--- config.mk ---
export PLATFORM = sky130hd
export DESIGN_NAME = lsu_ctrl
export DESIGN_NICKNAME = d
export VERILOG_FILES = /design/src/rtl/lsu_pkg.sv /design/src/rtl/lsu_fmt.sv /design/src/rtl/lsu_ctrl.sv
export SDC_FILE = /design/constraint.sdc
export NUM_CORES = 1
export LEC_CHECK = 0
export ABC_AREA = 1
export CAP_MARGIN = 10
export CORE_ASPECT_RATIO = 1.25
export CORE_MARGIN = 3
export CORE_UTILIZATION = 50
export CTS_BUF_LIST = sky130_fd_sc_hd__clkbuf_4 sky130_fd_sc_hd__clkbuf_8
export DETAILED_ROUTE_END_ITERATION = 7
export PLACE_DENSITY_LB_ADDON = 0.05
export SYNTH_ARGS = -nofsm -noshare
export SYNTH_HDL_FRONTEND = slang
export SYNTH_SLANG_ARGS = --single-unit
--- constraint.sdc ---
create_clock -name clk -period 7.7 [get_ports clk]
set_input_delay 0.77 -clock clk [delete_from_list [all_inputs] [get_ports clk]]
set_output_delay 0.77 -clock clk [all_outputs]
set_load 0.01 [all_outputs]
--- src/rtl/lsu_pkg.sv ---
`default_nettype none
// ============================================================================
//  Module      : lsu_pkg
//  Description : Shared types for the load/store unit controller.
//  Revision    : 1.0  initial release
// ============================================================================
package lsu_pkg;

    typedef enum logic [1:0] {
        SZ_B   = 2'b00,
        SZ_H   = 2'b01,
        SZ_W   = 2'b10,
        SZ_RSV = 2'b11
    } size_e;

    typedef enum logic [2:0] {
        IDLE    = 3'd0,
        RD      = 3'd1,
        RD_LAT  = 3'd2,
        WR      = 3'd3,
        RMW_RD  = 3'd4,
        RMW_MRG = 3'd5,
        RMW_WR  = 3'd6,
        DONE    = 3'd7
    } state_e;

    // Reserved size or an access that is not naturally aligned.
    function automatic logic is_bad_access(input logic [1:0] size, input logic [1:0] lo);
        logic bad;
        bad = 1'b0;
        case (size)
            SZ_H:    bad = lo[0];
            SZ_W:    bad = |lo;
            SZ_RSV:  bad = 1'b1;
            default: bad = 1'b0;
        endcase
        return bad;
    endfunction

endpackage
`default_nettype wire

--- src/rtl/lsu_fmt.sv ---
`default_nettype none
// ============================================================================
//  Module      : lsu_fmt
//  Description : Combinational load-data extraction and store lane merge.
//  Revision    : 1.0  initial release
// ============================================================================
module lsu_fmt
    import lsu_pkg::*;
(
    input  logic [1:0]  size,
    input  logic        is_unsigned,
    input  logic [1:0]  lane,
    input  logic [31:0] word_in,
    input  logic [31:0] st_data,
    output logic [31:0] ld_data,
    output logic [31:0] merged
);

    logic [7:0]  w_byte;
    logic [15:0] w_half;

    always_comb begin
        w_byte  = word_in[{lane, 3'b000} +: 8];
        w_half  = lane[1] ? word_in[31:16] : word_in[15:0];
        ld_data = word_in;
        merged  = st_data;
        case (size)
            SZ_B: begin
                ld_data = {{24{~is_unsigned & w_byte[7]}}, w_byte};
                merged  = word_in;
                merged[{lane, 3'b000} +: 8] = st_data[7:0];
            end
            SZ_H: begin
                ld_data = {{16{~is_unsigned & w_half[15]}}, w_half};
                merged  = word_in;
                if (lane[1]) begin
                    merged[31:16] = st_data[15:0];
                end else begin
                    merged[15:0] = st_data[15:0];
                end
            end
            default: ;
        endcase
    end

endmodule
`default_nettype wire

--- src/rtl/lsu_ctrl.sv ---
`default_nettype none
// ============================================================================
//  Module      : lsu_ctrl
//  Description : Single-outstanding load/store controller with read-modify-
//                write for sub-word stores on a word-wide synchronous memory.
//  Revision    : 1.0  initial release
// ============================================================================
module lsu_ctrl
    import lsu_pkg::*;
#(
    parameter int ADDR_WIDTH = 32
) (
    input  logic                  clk,
    input  logic                  rst,
    input  logic                  req_valid,
    output logic                  req_ready,
    input  logic                  req_we,
    input  logic [1:0]            req_size,
    input  logic                  req_unsigned,
    input  logic [ADDR_WIDTH-1:0] req_addr,
    input  logic [31:0]           req_wdata,
    output logic                  resp_valid,
    output logic [31:0]           resp_rdata,
    output logic                  resp_err,
    output logic [ADDR_WIDTH-1:0] mem_addr,
    output logic [31:0]           mem_wdata,
    output logic                  mem_we,
    output logic                  mem_re,
    input  logic [31:0]           mem_rdata
);

    state_e                state_q, state_d;
    logic                  unsigned_q, unsigned_d;
    logic                  err_q, err_d;
    logic [1:0]            size_q, size_d;
    logic [ADDR_WIDTH-1:0] addr_q, addr_d;
    logic [31:0]           wdata_q, wdata_d;
    logic [31:0]           rdata_q, rdata_d;

    logic [31:0]           w_ld_data;
    logic [31:0]           w_merged;

    lsu_fmt u_fmt (
        .size        (size_q),
        .is_unsigned (unsigned_q),
        .lane        (addr_q[1:0]),
        .word_in     (mem_rdata),
        .st_data     (wdata_q),
        .ld_data     (w_ld_data),
        .merged      (w_merged)
    );

    always_ff @(posedge clk or posedge rst) begin
        if (rst) begin
            state_q    <= IDLE;
            unsigned_q <= 1'b0;
            err_q      <= 1'b0;
            size_q     <= 2'b00;
            addr_q     <= '0;
            wdata_q    <= '0;
            rdata_q    <= '0;
        end else begin
            state_q    <= state_d;
            unsigned_q <= unsigned_d;
            err_q      <= err_d;
            size_q     <= size_d;
            addr_q     <= addr_d;
            wdata_q    <= wdata_d;
            rdata_q    <= rdata_d;
        end
    end

    always_comb begin
        state_d    = state_q;
        unsigned_d = unsigned_q;
        err_d      = err_q;
        size_d     = size_q;
        addr_d     = addr_q;
        wdata_d    = wdata_q;
        rdata_d    = rdata_q;
        case (state_q)
            IDLE: begin
                if (req_valid) begin
                    unsigned_d = req_unsigned;
                    size_d     = req_size;
                    addr_d     = req_addr;
                    wdata_d    = req_wdata;
                    rdata_d    = '0;
                    err_d      = 1'b0;
                    if (is_bad_access(req_size, req_addr[1:0])) begin
                        err_d   = 1'b1;
                        state_d = DONE;
                    end else if (!req_we) begin
                        state_d = RD;
                    end else if (req_size == SZ_W) begin
                        state_d = WR;
                    end else begin
                        state_d = RMW_RD;
                    end
                end
            end
            RD:      state_d = RD_LAT;
            RD_LAT: begin
                rdata_d = w_ld_data;
                state_d = DONE;
            end
            WR:      state_d = DONE;
            RMW_RD:  state_d = RMW_MRG;
            RMW_MRG: begin
                wdata_d = w_merged;
                state_d = RMW_WR;
            end
            RMW_WR:  state_d = DONE;
            DONE:    state_d = IDLE;
            default: state_d = IDLE;
        endcase
    end

    // Strobes depend only on the state register so they never glitch on inputs.
    assign req_ready  = (state_q == IDLE);
    assign resp_valid = (state_q == DONE);
    assign resp_err   = (state_q == DONE) & err_q;
    assign resp_rdata = (state_q == DONE) ? rdata_q : 32'd0;
    assign mem_re     = (state_q == RD) | (state_q == RMW_RD);
    assign mem_we     = (state_q == WR) | (state_q == RMW_WR);
    assign mem_addr   = {addr_q[ADDR_WIDTH-1:2], 2'b00};
    assign mem_wdata  = wdata_q;

endmodule
`default_nettype wire

==> out/metrics.cfg <==
[worst_setup_path]
path_buf_inv=2
slowest_stage=clkinv_1
path_class=reg -> out
worst-path-max-fanout=34
crit_chain=nand2_1 -> nor2_1 -> clkinv_1 -> nor2_1 -> clkdlybuf4s50_1
arrival_ns=2.74
start_kind=flip-flop
crit_path_end_kind=output port
worst_path_most_repeated_cell=nor2_1
worstPathRequired_ns=6.93
slowest_delay_ns=0.66
path_delay_family=buffers and inverters

[yosys]
syn-mean-instance-area_um2=6.83
synthArstFlopShare_pct=100
syn_area_um2=6340
yosysWarnings=0
ys.flop_type=dfrtp_1
synth_edf_count=0
synthTopCellsByArea=dfrtp_1, nand2_1, o21ai_0
yosysMostFrequentCell=nand2_1
yosysTopAreaCell=dfrtp_1
synth_commonest_cells=nand2_1, dfrtp_1, inv_1, o21ai_0, nand3_1
syn-instance-count=928
synth_top_area_share_pct=40.7
synth_seq_area_share_pct=40.7
postSynthRegisterBits=103
ys_types=34

[floorplanning]
fp.dieH_um=132
start_util_pct=51.6
fp.dieW_um=107
coreArea_um2=12300
dieArea_um2=14100
io_pins=204
std_cell_rows=45

[cells_and_area]
finish.net_count=1176
area_growth_pct=31.9
instances_no_fill=1237
drive_gt1_share_pct=5.31
insertedDiodeCount=0

[flow_run]
maxCapViolCount=0

[routing]
drt_first_pass_iters=4
drt-initial-drc-count=427
wl_um=18400
drc=0
vias=6220
vias_per_cell=5.03
wire_per_inst_um=14.9
ant_nets=0

[cts]
cts_resized=0
clockBufferDepth=2
cts_tree=built
cts-root-buf=clkbuf_8
cts_hold_buf=0
cts_setup_buffers=0
cts.clk_slew.worst_paths_ns=0.11
clock_sinks=103
cts_buffers=9
clk_latency_ns=0.39
htree_levels=3

[sta]
setup_viol=0
rsz0062_at_grt=false
clock_skew_ns=0.0179
tns_ns=0
post-route-period-util_pct=45.6
worstMarginPinSlew_ns=0.984
slew-limit-headroom_pct=34.3
hold_violations=0
drv_slew=0
max_freq_ghz=0.285
period_minus_slack_ns=3.51

[placed_design]
io_buffers=201
dp_cells=1221
dpl.hpwl_um=13900
place_congestion=0.915

[power]
p_leak_uw=0.00405
peakVddDrop_uv=209
power.density_nw_per_um2=361
finalPower_uw=3020

[global_route]
globalRouteTotalUtil_pct=26.6
overflow=0
grt_pass1_vias=5901
grt_pass1_wl_um=30200
antenna_found_initial=0
grt_max_degree=68

[hold_path]
hp-class=reg -> reg

[outcome]
outcome=completed

worst register-to-register path, stage by stage (launching register included):
cell and delay (ns):
dfrtp_1 0.34, buf_4 0.32, clkinv_1 0.76, ha_1 0.53
inv_1 0.37, nand3_1 0.19, nor2_1 0.16, o21ai_0 0.10
nand3_1 0.12, nand2_1 0.06, nand2_1 0.05
flip-flops by register name, indices dropped and copies added (netlist names):
signal and count:
addr_q 32, err_q 1, state_q 3, rdata_q 32, unsigned_q 1, mem_wdata 32
size_q 2
path summary, 6_finish.rpt:
kind	startpoint	endpoint	depth (start not counted)	slack, ns
setup / recovery	state_q[0]$_DFFE_PP0P_	resp_rdata[8]	5	4.19
setup reg to reg	addr_q[1]$_DFFE_PP0P_	mem_wdata[28]$_DFFE_PP0P_	10	4.66
max in group asynchronous	rst	rdata_q[13]$_DFFE_PP0P_	3	5.74
min in group asynchronous	rst	addr_q[8]$_DFFE_PP0P_	2	0.74
hold / removal	addr_q[10]$_DFFE_PP0P_	addr_q[10]$_DFFE_PP0P_	2	0.48
hold reg to reg	addr_q[10]$_DFFE_PP0P_	addr_q[10]$_DFFE_PP0P_	2	0.48
cell families after synthesis:
group,Yosys count,synth area share (%)
compound gates,148,12.2
fa+ha+maj,5,0.987
buf+inv,179,12.9
flops,103,40.7
other cells,1,0.0592
simple gates,492,33.2
through the flow:
step / hold slack [ns] / setup WS, ns / utilization [%] / cell area, um2
6_report: 0.479 / 4.19 / 68.1 / 8360
5_1_grt: 0.504 / 3.89 / 68.1 / 8360
4_1_cts: 0.486 / 4.14 / 68.1 / 8360
3_5_place_dp: 0.459 / 4.36 / 66.4 / 8150
3_3_place_gp: 0.453 / 4.40 / 66.4 / 8150
2_1_floorplan: 0.443 / 4.23 / - / 6340
per-layer routing:
layer	track usage, %	vias up	wire (um)
met5	0	-	0
met4	8.46	0	442
met3	5.54	28	1260
met2	43.1	240	8740
met1	35.9	2800	7950
li1	-	3152	-
layout make-up:
| cell class | instances | area [um2] |
|---|---|---|
| Inverter | 104 | 393 |
| Tap cell | 164 | 205 |
| Timing Repair Buffer | 203 | 2030 |
| Clock buffer | 10 | 131 |
| Clock inverter | 6 | 77.6 |
| Fill cell | 1140 | 3920 |
| Sequential cell | 103 | 2580 |
| Multi-Input combinational cell | 647 | 2950 |
cell usage in the layout, fill, tap and decap left out, drive strengths merged, types with 10 or more instances in the layout:
cell type      instances
a21oi                 34
clkbuf                10
clkdlybuf4s50        201
dfrtp                103
inv                  104
nand2                344
nand3                 73
nor2                  61
o21ai                 97
or2                   11
power by group:
group	leakage [uW]	switching, uW	total, uW	internal, uW
Sequential	0.00130	187	968	781
Clock	0.000104	201	361	160
Combinational	0.00265	977	1690	711
Total	0.00405	1370	3020	1650
Power figures use the tool's default switching activity.
